## config.mk

```make
export PLATFORM = sky130hd
export DESIGN_NAME = dynamic_digit_scanner
export DESIGN_NICKNAME = d
export VERILOG_FILES = /design/src/rtl/dynamic_digit_scanner_pkg.sv /design/src/rtl/scan_dwell_counter.sv /design/src/rtl/dynamic_digit_scanner.sv
export SDC_FILE = /design/constraint.sdc
export NUM_CORES = 1
export LEC_CHECK = 0
export CAP_MARGIN = 15
export CORE_MARGIN = 5
export CORE_UTILIZATION = 42
export CTS_BUF_LIST = sky130_fd_sc_hd__clkbuf_8
export CTS_CLUSTER_SIZE = 10
export DETAILED_ROUTE_END_ITERATION = 12
export GPL_TIMING_DRIVEN = 0
export PLACE_DENSITY = 0.71
export SYNTH_ARGS = -nofsm -noshare
export SYNTH_HDL_FRONTEND = slang
export SYNTH_SLANG_ARGS = --single-unit
```

## constraint.sdc

```tcl
create_clock -name clk -period 2.3 [get_ports clk]
set_input_delay 0.46 -clock clk [delete_from_list [all_inputs] [get_ports clk]]
set_output_delay 0.46 -clock clk [all_outputs]
set_load 0.1 [all_outputs]
```

## src/rtl/dynamic_digit_scanner_pkg.sv

```systemverilog
// Shared definitions for the digit scan engine and the seven-segment pattern decoder.
package dynamic_digit_scanner_pkg;

  localparam int CODE_W = 3;

  typedef enum logic [1:0] {
    ST_BLANK,
    ST_SCAN,
    ST_GAP
  } scan_state_e;

endpackage

```

## src/rtl/scan_dwell_counter.sv

```systemverilog
// Terminal-count counter with clear. done is high while the count sits at TERMINAL-1.
module scan_dwell_counter #(
  parameter int TERMINAL = 1
) (
  input  logic clk,
  input  logic reset,
  input  logic clear,
  input  logic en,
  output logic done
);

  localparam int CNT_W = (TERMINAL > 1) ? $clog2(TERMINAL) : 1;

  logic [CNT_W-1:0] count_q, count_d;

  assign done = (count_q == CNT_W'(TERMINAL - 1));

  // NOTE: every variable assigned in always_comb gets a default first, so no path infers a latch.
  always_comb begin
    count_d = count_q;
    if (clear)   count_d = '0;
    else if (en) count_d = done ? '0 : count_q + CNT_W'(1);
  end

  // NOTE: sequential state uses non-blocking assignments so every register samples pre-edge values.
  always_ff @(posedge clk) begin
    if (reset) count_q <= '0;
    else       count_q <= count_d;
  end

endmodule

```

## src/rtl/dynamic_digit_scanner.sv

```systemverilog
// Time-multiplexed digit scan engine with a one-deep frame buffer.
// Optional blinking of selected positions is enabled by defining DIGIT_BLINK_EN.
module dynamic_digit_scanner
  import dynamic_digit_scanner_pkg::*;
#(
  parameter int NUM_DIGITS = 3,
  parameter int SCAN_DIV   = 50000,
  parameter int GAP_CYCLES = 2
`ifdef DIGIT_BLINK_EN
  ,
  parameter int BLINK_SHIFT = 4
`endif
) (
  input  logic                         clk,
  input  logic                         reset,
  input  logic                         loadValid,
  output logic                         loadReady,
  input  logic [CODE_W*NUM_DIGITS-1:0] loadData,
  output logic [CODE_W-1:0]            dynamicDigit,
  output logic [NUM_DIGITS-1:0]        digitSelect,
  output logic                         frameStart
`ifdef DIGIT_BLINK_EN
  ,
  input  logic [NUM_DIGITS-1:0]        blinkMask
`endif
);

  localparam int IDX_W = $clog2(NUM_DIGITS);
  localparam logic [IDX_W-1:0] LAST_IDX = IDX_W'(NUM_DIGITS - 1);

  typedef logic [NUM_DIGITS-1:0][CODE_W-1:0] frame_t;

  scan_state_e           state_q, state_d;
  logic [IDX_W-1:0]      idx_q, idx_d;
  frame_t                pend_q, pend_d, disp_q, disp_d;
  logic                  pend_valid_q, pend_valid_d;
  logic [NUM_DIGITS-1:0] sel_q, sel_d;
  logic [CODE_W-1:0]     digit_q, digit_d;
  logic                  fs_q, fs_d;
  logic [NUM_DIGITS-1:0] blink_kill;
  logic                  dwell_done, gap_done, frame_edge;

  scan_dwell_counter #(.TERMINAL(SCAN_DIV)) u_dwell (
    .clk   (clk),
    .reset (reset),
    .clear (state_q != ST_SCAN),
    .en    (state_q == ST_SCAN),
    .done  (dwell_done)
  );

  scan_dwell_counter #(.TERMINAL(GAP_CYCLES)) u_gap (
    .clk   (clk),
    .reset (reset),
    .clear (state_q != ST_GAP),
    .en    (state_q == ST_GAP),
    .done  (gap_done)
  );

  // Leaving the last position is the only point where a new frame may be committed.
  assign frame_edge = (state_q == ST_SCAN) && dwell_done && (idx_q == LAST_IDX);

`ifdef DIGIT_BLINK_EN
  localparam int FC_W = BLINK_SHIFT + 1;
  logic [FC_W-1:0] frame_cnt_q, frame_cnt_d;

  assign frame_cnt_d = frame_edge ? frame_cnt_q + FC_W'(1) : frame_cnt_q;
  assign blink_kill  = frame_cnt_d[BLINK_SHIFT] ? blinkMask : '0;

  always_ff @(posedge clk) begin
    if (reset) frame_cnt_q <= '0;
    else       frame_cnt_q <= frame_cnt_d;
  end
`else
  assign blink_kill = '0;
`endif

  always_comb begin
    state_d      = state_q;
    idx_d        = idx_q;
    pend_d       = pend_q;
    pend_valid_d = pend_valid_q;
    disp_d       = disp_q;

    if (loadValid && !pend_valid_q) begin
      pend_d       = loadData;
      pend_valid_d = 1'b1;
    end

    unique case (state_q)
      ST_BLANK: begin
        if (pend_valid_q) begin
          state_d      = ST_SCAN;
          disp_d       = pend_q;
          pend_valid_d = 1'b0;
          idx_d        = '0;
        end
      end
      ST_SCAN: begin
        if (dwell_done) begin
          state_d = ST_GAP;
          idx_d   = (idx_q == LAST_IDX) ? '0 : idx_q + IDX_W'(1);
          if (frame_edge && pend_valid_q) begin
            disp_d       = pend_q;
            pend_valid_d = 1'b0;
          end
        end
      end
      ST_GAP:  if (gap_done) state_d = ST_SCAN;
      default: state_d = ST_BLANK;
    endcase

    // Outputs are derived from next state so the registered ports line up with the state they describe.
    sel_d   = (state_d == ST_SCAN) ? ((NUM_DIGITS'(1) << idx_d) & ~blink_kill) : '0;
    digit_d = (state_d == ST_BLANK) ? '0 : disp_d[idx_d];
    fs_d    = (state_d == ST_SCAN) && (state_q != ST_SCAN) && (idx_d == '0);
  end

  // NOTE: the frame buffers are a few flops, so they are reset outright rather than left undefined.
  always_ff @(posedge clk) begin
    if (reset) begin
      state_q      <= ST_BLANK;
      idx_q        <= '0;
      pend_q       <= '0;
      pend_valid_q <= 1'b0;
      disp_q       <= '0;
      sel_q        <= '0;
      digit_q      <= '0;
      fs_q         <= 1'b0;
    end else begin
      state_q      <= state_d;
      idx_q        <= idx_d;
      pend_q       <= pend_d;
      pend_valid_q <= pend_valid_d;
      disp_q       <= disp_d;
      sel_q        <= sel_d;
      digit_q      <= digit_d;
      fs_q         <= fs_d;
    end
  end

  assign loadReady    = !pend_valid_q;
  assign digitSelect  = sel_q;
  assign dynamicDigit = digit_q;
  assign frameStart   = fs_q;

endmodule

```

## Word-level counts from Yosys, hierarchy flattened

Index checks and enable logic that the tools add are counted.

- Register bits: 47
- Bits in latches: 0
- RAM bits: 0
- Memory bits (read-only): 0
- Bits of input ports: 12
- Output and inout bits: 8
- Word-level logic and storage cells: 62
- Memories: 0

- Add/sub/neg operators: 3
- Multipliers: 0
- Div/mod/pow operators: 0
- Magnitude comparators: 1
- Eq/ne operators: 7
- Shift operators: 1
- Mux-type cells: 21
- Bitwise gates (word level): 1
- Reduce and logical (&&, ||, !) cells: 14

Operators by type and width:

| cell | number |
|---|---|
| $mux 9 | 3 |
| $pmux 9 s2 | 1 |
| $add 16x1->16 const B | 1 |
| $eq 16x16->1 const B | 1 |
| $mux 16 | 1 |
| $mux 2 | 6 |
| $reduce_or 2->1 | 4 |
| $bmux 3 s2 | 1 |
| $logic_and 1x1->1 | 6 |
| $logic_not 2->1 | 3 |
| $pmux 2 s3 | 1 |
| $mux 1 | 5 |
| $eq 2x1->1 const B | 2 |
| $eq 2x2->1 const B | 2 |
| $pmux 2 s2 | 1 |
| $lt 2x3->1 const B | 1 |
| $mux 3 | 1 |
| $shl 1x2->3 const A | 1 |
| $add 2x1->2 const B | 1 |
| $ne 2x1->1 const B | 1 |
| $ne 2x2->1 const B | 1 |
| $pmux 1 s2 | 1 |
| $add 1x1->1 const B | 1 |
| $logic_not 1->1 | 1 |
| $not 1->1 | 1 |

## Depth between registers and ports, before layout

Gate-level depths: netlist (run 1).

- Depth after elaboration: 9
- Depth in mapped cells: 8
- Gate-level depth less buffers: 7

## Modules after synthesis

Synthesis (run 1) repeated with hierarchy kept, for this count alone.

- Cell total of the unflattened synthesis: 217
- Area total of the unflattened synthesis: 1975.6 sq um

Modules (own cells, without submodules):

| module | instances | cells each | area an instance (sq um) |
|---|---|---|---|
| dynamic_digit_scanner | 1 | 128 | 1162.4 |
| scan_dwell_counter at u_dwell | 1 | 86 | 774.5 |
| scan_dwell_counter at u_gap | 1 | 3 | 38.8 |

## Least setup slack after synthesis (run 1)

Ideal clock, no wire load.

- Path type: register -> register
- Start: register pend_valid_q
- End: register digit_q[1], in the netlist dynamicDigit[1]
- Setup time: 0.125 ns
- Arrival: 1.949 ns
- Required time: 2.175 ns
- Setup slack: 0.226 ns
- Stages on the path, launching flop included: 8
- Path buffers: 1
- Period minus slack after synthesis: 2.074 ns
- Cell sequence: dfxtp_1 -> inv_1 -> nor3_1 -> a31oi_2 -> buf_6 -> mux2i_1 -> mux2_4 -> o22ai_2

- Longest elaborated chain between the ends: 6
- Elaborated cells between the ends (all ways): 13
- Classes of those cells: mux: 10; reduce/logical: 3

Ends and longest elaborated chain:

| what | line | source |
|---|---|---|
| from (decl) | dynamic_digit_scanner.sv:36 | `logic pend_valid_q, pend_valid_d;` |
| from (signal assigned) | dynamic_digit_scanner.sv:133 | `pend_valid_q <= pend_valid_d;` |
| $logic_and 1x1->1 | dynamic_digit_scanner.sv:102 | `if (frame_edge && pend_valid_q) begin` |
| $mux 9 | dynamic_digit_scanner.sv:102 |  |
| $mux 9 | dynamic_digit_scanner.sv:99 | `if (dwell_done) begin` |
| $pmux 9 s2 | dynamic_digit_scanner.sv:89 | `unique case (state_q)` |
| $bmux 3 s2 | dynamic_digit_scanner.sv:114 | `digit_d = (state_d == ST_BLANK) ? '0 : disp_d[idx_d];` |
| $mux 3 (implied by the code) | dynamic_digit_scanner.sv:114 |  |
| to (signal assigned) | dynamic_digit_scanner.sv:136 | `digit_q <= digit_d;` |
| to (decl) | dynamic_digit_scanner.sv:38 | `logic [CODE_W-1:0] digit_q, digit_d;` |

Several ways; a longest one is shown, not always the timed one. The select of a mux whose other input is x is not followed.
A chain may end at the register's enable or synchronous reset.

## Worst setup path after layout (run 1)

- Start: register sel_q[1], in the netlist digitSelect[1]
- End: output digitSelect[1]

RTL lines:

| what | line | source |
|---|---|---|
| from (decl) | dynamic_digit_scanner.sv:37 | `logic [NUM_DIGITS-1:0] sel_q, sel_d;` |
| from (signal assigned) | dynamic_digit_scanner.sv:135 | `sel_q <= sel_d;` |
| to (decl) | dynamic_digit_scanner.sv:20 | `output logic [NUM_DIGITS-1:0] digitSelect,` |

No word-level cell between the ends.

==> run_results.csv, run 1 <==
group,metric,value,unit
status,outcome,"completed",
placement,post-place-ws,0.249,ns
logic_synthesis,yosys.area.top_type,"dfxtp_1",
timing,finClkSkew,0.00994,ns
clocking,hold_buffers,0,
critical_path,ff2ff_setup_slack,0.27,ns
cells_and_area,postLayoutCellArea,2340,sq um
timing,period_share,95.7,%
timing,period_needed,2.20,ns
critical_path,max_stage_delay,1.12,ns
logic_synthesis,yosysTopAreaCellShare,47.4,%
global_route,grt_max_degree,16,
critical_path,worstPathRequired,1.84,ns
timing,setup_slack,0.0998,ns
drt,vias,1462,
logic_synthesis,synth_cell_types,48,
drt,vias_per_cell,5.06,
logic_synthesis,synth_most_common_cell,"dfxtp_1",
logic_synthesis,synth_warnings,0,
flow_run,cap_violations,0,
critical_path,slowest_stage,"clkdlybuf4s50_1",
global_route,first_global_vias,1455,
critical_path,cp-end-kind,"output port",
critical_path,cp_top_family,"buffers and inverters",
placement,place_congestion,0.771,
clocking,cts_root_buf,"clkbuf_8",
logic_synthesis,synth_adder_area_share,0.630,%
logic_synthesis,synth_edf_count,0,
logic_synthesis,synthCells,209,
logic_synthesis,synth_xor_area_share,4.41,%
clocking,cts_buffer_depth,2,
timing,rsz0062_at_grt,"no",
global_route,grt_pass1_wl,6330,um
clocking,path_clk_slew,0.09,ns
logic_synthesis,synth_area_per_cell,9.50,sq um
critical_path,worstSetupStartpointType,"flop",
placement,io_buffers,18,
logic_synthesis,synth_common_cells,"dfxtp_1 (47), nor2_1 (30), nand2_1 (26)",
cells_and_area,drive_above_1_share,12.3,%
floorplan,die_y,78.8,um
logic_synthesis,synthArstFlopShare,0,%
critical_path,cp_data_arrival_time,1.74,ns
clocking,clock_sinks,47,
logic_synthesis,syn_nets,222,
worst_hold_path,hold_end,"pend_valid_q",
critical_path,reg2reg_from,"u_dwell.count_q[0]",
floorplan,pin_count,20,
logic_synthesis,ys.flop_type,"dfxtp_1",
clocking,post-cts-setup-buffer-count,0,
power,power_density,697,nW/um^2
cells_and_area,n_antenna_cell,0,
logic_synthesis,synth-simple-area-share,27.0,%
drt,wl_per_cell,12.1,um
logic_synthesis,synth_compound_area_share,10.3,%
floorplan,core_area,4660,sq um
drt,wirelength,3500,um
cells_and_area,syn2layout_area_growth,18.1,%
global_route,antenna_found_initial,0,
critical_path,worstPathMaxFanout,1,
global_route,track_usage,12.8,%
timing,hold_violations,0,
timing,worst_slew_margin_rel,35.3,%
cells_and_area,nets,247,
power,p_total,1.63,mW
timing,drv_slew,0,
placement,dpl.hpwl,2610,um
logic_synthesis,synthMuxAreaShare,6.81,%
global_route,gr-total-overflow,0,
floorplan,dieArea,6200,sq um
timing,tightest_slew,0.967,ns
drt,dr.pass1.iters,4,
clocking,numCtsBuffers,5,
critical_path,worstSetupPathType,"flop to output port",
logic_synthesis,synth_area_leaders,"dfxtp_1 (47%), nor2_1 (5.7%), nand2_1 (4.9%), mux2i_1 (4.5%), a21oi_1 (3.5%)",
critical_path,reg2reg_to,"dynamicDigit[0]",
logic_synthesis,synth_seq_area_share,47.4,%
power,leakagePower,0.876,nW
timing,tns,0,ns
drt,drc,0,
placement,dpl-instance-area,2230,sq um
clocking,htree_levels,2,
critical_path,cp_num_buf_inv,1,
clocking,insertion_delay,0.30,ns
critical_path,r2r_cells,8,
drt,ant_nets,0,
power,ir_drop,356,uV
drt,drt_iter0_drc,35,
logic_synthesis,netlist_area,1990,sq um
worst_hold_path,hold_path.class,"input pin to flop",
critical_path,path_cells,"clkdlybuf4s50_1",
logic_synthesis,synth_top_family_by_area,"simple AND/OR/NAND/NOR gates",
worst_hold_path,whs_path_depth,2,
timing,timing.fmax,0.454,GHz
logic_synthesis,synth_seq_cells,47,
clocking,tritoncts,"done",
worst_hold_path,min_from,"reset",
timing,setup_viol,0,
floorplan,initial_core_util,42.6,%
floorplan,die_width,78.8,um
floorplan,std_cell_rows,25,
-- layout by cell type, fill, tap and decap left out, drive strengths merged, types with 6 or more instances in the layout --
cell type	synthesis	layout
inv	6	6
clkbuf	4	9
mux2i	9	9
nor2	30	30
xnor2	7	7
dfxtp	47	47
clkdlybuf4s50	0	17
a21oi	15	15
nand2	26	26
nand3	6	6
-- area by class of cell --
| cell class | count | area, sq um |
|---|---|---|
| fill | 430 | 2320 |
| multi-input combinational | 149 | 977 |
| sequential | 47 | 941 |
| timing repair buffer | 18 | 179 |
| clock buffer | 5 | 68.8 |
| tap | 54 | 67.6 |
| buffer | 7 | 45.0 |
| clock inverter | 3 | 43.8 |
| inverter | 6 | 22.5 |
-- cell families (layout without fill, tap and decap cells) --
kind of cell,Yosys count,after routing
AO/OA/AOI/OAI,29,29
flip-flops,47,47
AND/OR/NAND/NOR,97,97
buffers and inverters,13,39
XOR/XNOR,10,10
adder cells (fa/ha/maj),1,1
multiplexers,12,12
-- power by group --
part / total [mW] / leakage [nW] / switching, mW / internal [mW]
logic: 0.181 / 0.437 / 0.115 / 0.0667
registers: 0.854 / 0.381 / 0.0150 / 0.839
clock network: 0.598 / 0.0581 / 0.275 / 0.324
total: 1.63 / 0.876 / 0.405 / 1.23
-- repair_timing --
item	4_1_cts	5_1_grt
resized for setup	1	0
hold endpoints to repair	0	0
endpoints found under the setup margin	1	0
-- sequential cells by signal, summed over array words and instances, names as in the netlist --
register and count:
digitSelect 3, disp_q 9, dynamicDigit 3, frameStart 1
idx_q 2, pend_q 9, pend_valid_q 1, state_q 2
u_dwell.count_q 16, u_gap.done 1
-- routing by layer --
layer	vias up	routed length [um]	global-route usage, %
li1	771	-	-
met2	23	1610	21.4
met4	0	70	5.94
met5	-	0	0
met3	6	161	3.85
met1	662	1650	14.9
-- how the worst max path moves through the flow --
stage / slack (ns) / endpoint / start / depth (start not counted)
after floorplan: 0.23 / dynamicDigit[1] / pend_valid_q / 7
after global placement: 0.22 / loadReady / pend_valid_q / 2
after detailed placement: 0.25 / loadReady / pend_valid_q / 2
after CTS: 0.08 / digitSelect[1] / digitSelect[1] / 1
after global routing: 0.06 / dynamicDigit[0] / dynamicDigit[0] / 1
final: 0.1 / digitSelect[1] / digitSelect[1] / 1
-- through the flow --
stage                     util (%)  hold WS (ns)  cells
after floorplan                  -         0.410    209
after global placement        47.9         0.425    281
after global routing          50.3         0.389    289
after CTS                     50.3         0.388    289
final                         50.3         0.391    289
after detailed placement      47.9         0.433    281
(Power assumes the default switching activity.)
==> run 2: changes to the inputs <==
--- a/config.mk
+++ b/config.mk
@@ -7,12 +7,12 @@
 export LEC_CHECK = 0
 export CAP_MARGIN = 15
 export CORE_MARGIN = 5
-export CORE_UTILIZATION = 42
+export CORE_UTILIZATION = 58
 export CTS_BUF_LIST = sky130_fd_sc_hd__clkbuf_8
-export CTS_CLUSTER_SIZE = 10
 export DETAILED_ROUTE_END_ITERATION = 12
+export GPL_ROUTABILITY_DRIVEN = 0
 export GPL_TIMING_DRIVEN = 0
-export PLACE_DENSITY = 0.71
+export PLACE_DENSITY = 0.9
 export SYNTH_ARGS = -nofsm -noshare
 export SYNTH_HDL_FRONTEND = slang
 export SYNTH_SLANG_ARGS = --single-unit
==> run_results.csv, run 2 (synthesized netlist as in run 1, its figures left out) <==
group,metric,value,unit
timing,period_share,96.2,%
status,outcome,"completed",
clocking,htree_levels,2,
clocking,cts_buffer_depth,2,
drt,dr.pass1.iters,4,
placement,dp.cells,273,
floorplan,pin_count,20,
critical_path,cp_num_buf_inv,1,
worst_hold_path,hold_path.class,"input pin to flop",
drt,ant_nets,0,
timing,worst_slew_margin_rel,34.7,%
clocking,clock_sinks,47,
critical_path,cp-startpoint,"dynamicDigit[2]",
global_route,first_global_vias,1382,
power,internal_power,1.23,mW
power,combPwrFrac,11.0,%
placement,io_buffers,18,
floorplan,core_area,3340,sq um
critical_path,reg2reg_to,"dynamicDigit[0]",
timing,finClkSkew,0.0120,ns
critical_path,path_cells,"clkdlybuf4s50_1",
floorplan,dieArea,4690,sq um
power,seq_power_share,51.6,%
critical_path,max_stage_delay,1.12,ns
cells_and_area,n_antenna_cell,0,
critical_path,cp-end-kind,"output port",
timing,setup_viol,0,
cells_and_area,drive_above_1_share,12.3,%
cells_and_area,postLayoutCellArea,2340,sq um
floorplan,die_width,68.5,um
critical_path,worstPathMaxFanout,1,
global_route,gr-total-overflow,0,
flow_run,cap_violations,0,
drt,drc,0,
floorplan,die_y,68.5,um
power,p_switching,0.421,mW
clocking,hold_buffers,0,
critical_path,r2r_cells,8,
timing,period_needed,2.21,ns
power,ir_drop,644,uV
placement,dpl-instance-area,2220,sq um
critical_path,worstPathRequired,1.84,ns
clocking,insertion_delay,0.31,ns
drt,wl_per_cell,13.0,um
clocking,numCtsBuffers,5,
floorplan,std_cell_rows,21,
critical_path,slowest_stage,"clkdlybuf4s50_1",
cells_and_area,syn2layout_area_growth,17.8,%
power,p_clk_share,37.4,%
power,leakagePower,0.877,nW
cells_and_area,fillers,259,
power,sw_frac_of_total,25.4,%
cells_and_area,top_regs,"u_dwell.count_q x16, disp_q x9, pend_q x9",
critical_path,cp_top_family,"buffers and inverters",
cells_and_area,mostFrequentLayoutCell,"dfxtp_1",
global_route,track_usage,17.7,%
drt,vias_per_cell,5.38,
clocking,path_clk_slew,0.09,ns
clocking,tritoncts,"done",
critical_path,cp_data_arrival_time,1.75,ns
cells_and_area,nets,247,
cells_and_area,largest_reg_flops,16,
critical_path,ff2ff_setup_slack,0.20,ns
timing,hold_violations,0,
timing,tightest_slew,0.976,ns
timing,drv_slew,0,
critical_path,worstSetupStartpointType,"flop",
timing,tns,0,ns
global_route,antenna_found_initial,0,
timing,rsz0062_at_grt,"no",
placement,dpl.hpwl,2740,um
cells_and_area,finalNonFillerCells,281,
global_route,grt_max_degree,17,
floorplan,initial_core_util,59.5,%
critical_path,cp-endpoint,"dynamicDigit[2]",
timing,timing.fmax,0.452,GHz
drt,drt_iter0_drc,72,
global_route,grt_pass1_wl,6060,um
power,power_density,708,nW/um^2
critical_path,cp_num_cells,1,
drt,wirelength,3640,um
clocking,cts_root_buf,"clkbuf_8",
clocking,post-cts-setup-buffer-count,0,
critical_path,worstSetupPathType,"flop to output port",
drt,vias,1511,
cells_and_area,layout_common_cells,"dfxtp_1 (47), nor2_1 (30), nand2_1 (26), clkdlybuf4s50_1 (17), a21oi_1 (14)",
critical_path,reg2reg_from,"u_dwell.count_q[0]",
cells_and_area,top_register,"u_dwell.count_q",
-- run 2: changes by cell type in the layout (fill, tap and decap cells not counted) --
cell      delta
inv_6        +1
clkinv_2     -1
-- run 2: worst min path at each step --
stage	cells past startpoint	from	to	slack [ns]
global placement	1	u_gap.done	u_gap.done	0.42
finish	2	reset	pend_valid_q	0.37
global route	2	reset	pend_valid_q	0.38
detailed placement	1	u_gap.done	u_gap.done	0.43
CTS	2	reset	pend_valid_q	0.37
floorplan	1	u_gap.done	u_gap.done	0.41
-- run 2: routing by layer --
layer  track usage (%)  part of all wire (%)  vias to the layer above
met5                 0                     0                        -
li1                  -                     -                      773
met1              20.5                    45                      708
met2              29.7                    49                       22
met3              4.86                   4.1                        8
met4              8.93                   2.0                        0
-- run 2: stage by stage --
step                      utilization [%]  hold WS, ns  worst slack [ns]  total power [mW]
final                                70.1        0.367            0.0882              1.66
after global routing                 70.1        0.377            0.0354              1.72
after CTS                            70.1        0.368            0.0728              1.66
after detailed placement             66.6        0.427             0.237              1.06
after global placement               66.6        0.421             0.230              1.05
after floorplan                         -        0.410             0.226              1.00
-- run 2: area by class of cell --
cell class                      instances  area (sq um)  share of cell area (%)
Buffer                                  7          45.0                    1.93
Clock buffer                            5          68.8                    2.94
Clock inverter                          3          47.5                    2.03
Inverter                                6          22.5                   0.963
Multi-Input combinational cell        149           977                    41.8
Sequential cell                        47           941                    40.2
Tap cell                               46          57.6                    2.46
Timing Repair Buffer                   18           179                    7.65
-- run 2: power by group through the flow --
stage / Sequential (mW) / Combinational [mW] / Clock [mW]
2_1_floorplan: 0.904 / 0.0995 / 0
3_3_place_gp: 0.872 / 0.181 / 0
3_5_place_dp: 0.874 / 0.184 / 0
4_1_cts: 0.855 / 0.183 / 0.626
5_1_grt: 0.858 / 0.197 / 0.666
6_report: 0.855 / 0.182 / 0.619
-- run 2: timing repair --
item	4_1_cts	5_1_grt
setup endpoints to repair	1	0
endpoints found under the hold margin	0	0
resized for setup	1	0
==> RTL edit (config.mk and constraints of run 2) <==
The parameter `NUM_DIGITS` goes from 3 to 5.
--- a/src/rtl/dynamic_digit_scanner.sv
+++ b/src/rtl/dynamic_digit_scanner.sv
@@ -5,3 +5,3 @@
 #(
-  parameter int NUM_DIGITS = 3,
+  parameter int NUM_DIGITS = 5,
   parameter int SCAN_DIV   = 50000,
Ports: changed (resized digitSelect and loadData); port bits go from 20 to 28. The function was not compared with the original's and may differ.
==> RTL edit against run 2 <==
  * The flow now finishes with violations (setup timing)
  * Clock skew down 0.0035 ns
  * Via count up 59%
  * Fmax down 12%
  * Cell area up 47%
  * Sequential share of layout area down 3.9 points
  * Hold slack better by 0.085 ns
  * Die area up 27%
  * Worst setup slack worse by 0.30 ns
  * Routed wire length up 83%
  * Critical path depth up 6
  * Sequential cell count up 15
  * Synthesized area up 32%
  * Total power up 42%
==> RTL edit: results (changes against run 2) <==
Layout:
- The largest registers in the layout are u_dwell.count_q: 16 flops, disp_q: 15 flops, pend_q: 15 flops.
- The post-route non-filler standard cell count came to 415 (+48%).
- The number of nets in the layout was 381 (+54%).

STA:
- The final-report setup violation count was 20 (+20).
- The minimum setup slack in the final design is -0.2111 ns (-0.2993 ns).
- The slew of the pin with the lowest slew margin is 0.9882 ns (+0.01245 ns).

Placed design:
- The count of input and output buffers is 27 (+9).

GRT:
- The via count of the first global-routing pass is 2,245 (+62%).
- The largest net degree at the start of global routing is 11 (-6).
- The first-pass GRT wire length is 10,360 um (+71%).

Worst hold path:
- The sink of the worst hold path is u_dwell.count_q[0]$_SDFFE_PP0P_.
- The classification of the worst-slack hold path is reg2reg.
- In this run the most critical hold path is launched from u_dwell.count_q[0]$_SDFFE_PP0P_.

Status:
- The checks that failed: setup timing.
- The flow ran to the end, but the final reports show violations.

Synthesis:
- The count of unique library cells instantiated by Yosys is 39 (-19%).
- The part of the Yosys area used for sequential elements is 0.4746 (+0.0007911).
- Ranked by total cell area, the synthesized netlist is headed by sky130_fd_sc_hd__dfxtp_1 47%, sky130_fd_sc_hd__nand2_1 9.9%, sky130_fd_sc_hd__a21oi_1 7.3%.

Drt:
- The number of vias per cell is 5.773 (+7.4%).
- The number of DRC markers after the initial detailed-route iteration came to 138 (+92%).

Critical path:
- The critical path arrival is 2.76 ns (+1.01 ns).
- The peak per-stage delay on the critical path is 0.52 ns (-0.60 ns).
- The gate family responsible for the most delay along the worst path is simple AND/OR/NAND/NOR gates.
- The termination of the worst setup path is dynamicDigit[1]$_SDFF_PP0_.
- The startpoint identified for the worst register-to-register timing path is u_dwell.count_q[7]$_SDFFE_PP0P_.

Power:
- The static leakage power is 1.297 nW (+48%).

Clocking:
- The number of buffers added by the clock tree synthesis step is 9 (+4).
==> RTL edit: area by class of cell <==
type,instances,area (um2)
Fill cell,267,923.4
Clock buffer,14,192.7
Multi-Input combinational cell,226,1393
Timing Repair Buffer,41,411.6
Tap cell,52,65.06
Inverter,7,26.28
Buffer,13,95.09
Sequential cell,62,1247
==> RTL edit: cells by family (layout without fill, tap and decap cells) <==
| group | after synthesis | after routing | synth area share |
|---|---|---|---|
| and+or+nand+nor | 144 | 144 | 0.2584 |
| muxes | 13 | 13 | 0.05072 |
| xor gates and xnor gates | 9 | 9 | 0.03015 |
| AOI/OAI and AO/OA | 57 | 57 | 0.1368 |
| DFF | 62 | 62 | 0.4746 |
| buffers and inverters | 20 | 75 | 0.03493 |
| adders and majority gates | 3 | 3 | 0.01436 |
==> RTL edit: metal layers <==
metal	GRT usage	vias to the layer above	wire length (um)
met2	0.3914	89	3420
met3	0.04215	28	401
met5	0	-	0
met1	0.2365	1128	2616
li1	-	1151	-
met4	0.1065	0	228
==> RTL edit: repair_timing <==
action,in CTS,in global routing
endpoints found under the setup margin,30,40
gates resized for setup,19,19
gates cloned,1,0
pin swaps,9,4
setup buffers,12,2
endpoints found under the hold margin,0,0
==> RTL edit: metrics by stage <==
step	instance area, um2	utilization	TNS, ns	worst slack (ns)	hold slack (ns)
2_1_floorplan	2653	-	0	0.001190	0.4176
3_3_place_gp	2988	0.6862	-1.335	-0.2584	0.4266
3_5_place_dp	2988	0.6862	-2.258	-0.3038	0.4443
4_1_cts	3349	0.7693	-1.799	-0.2373	0.4542
5_1_grt	3431	0.7879	-3.734	-0.3010	0.4827
6_report	3431	0.7879	-1.688	-0.2111	0.4523
==> RTL edit: report_power, final <==
part / switching, mW / internal, mW
Combinational: 0.178 / 0.120
Clock: 0.391 / 0.526
Sequential: 0.0264 / 1.11
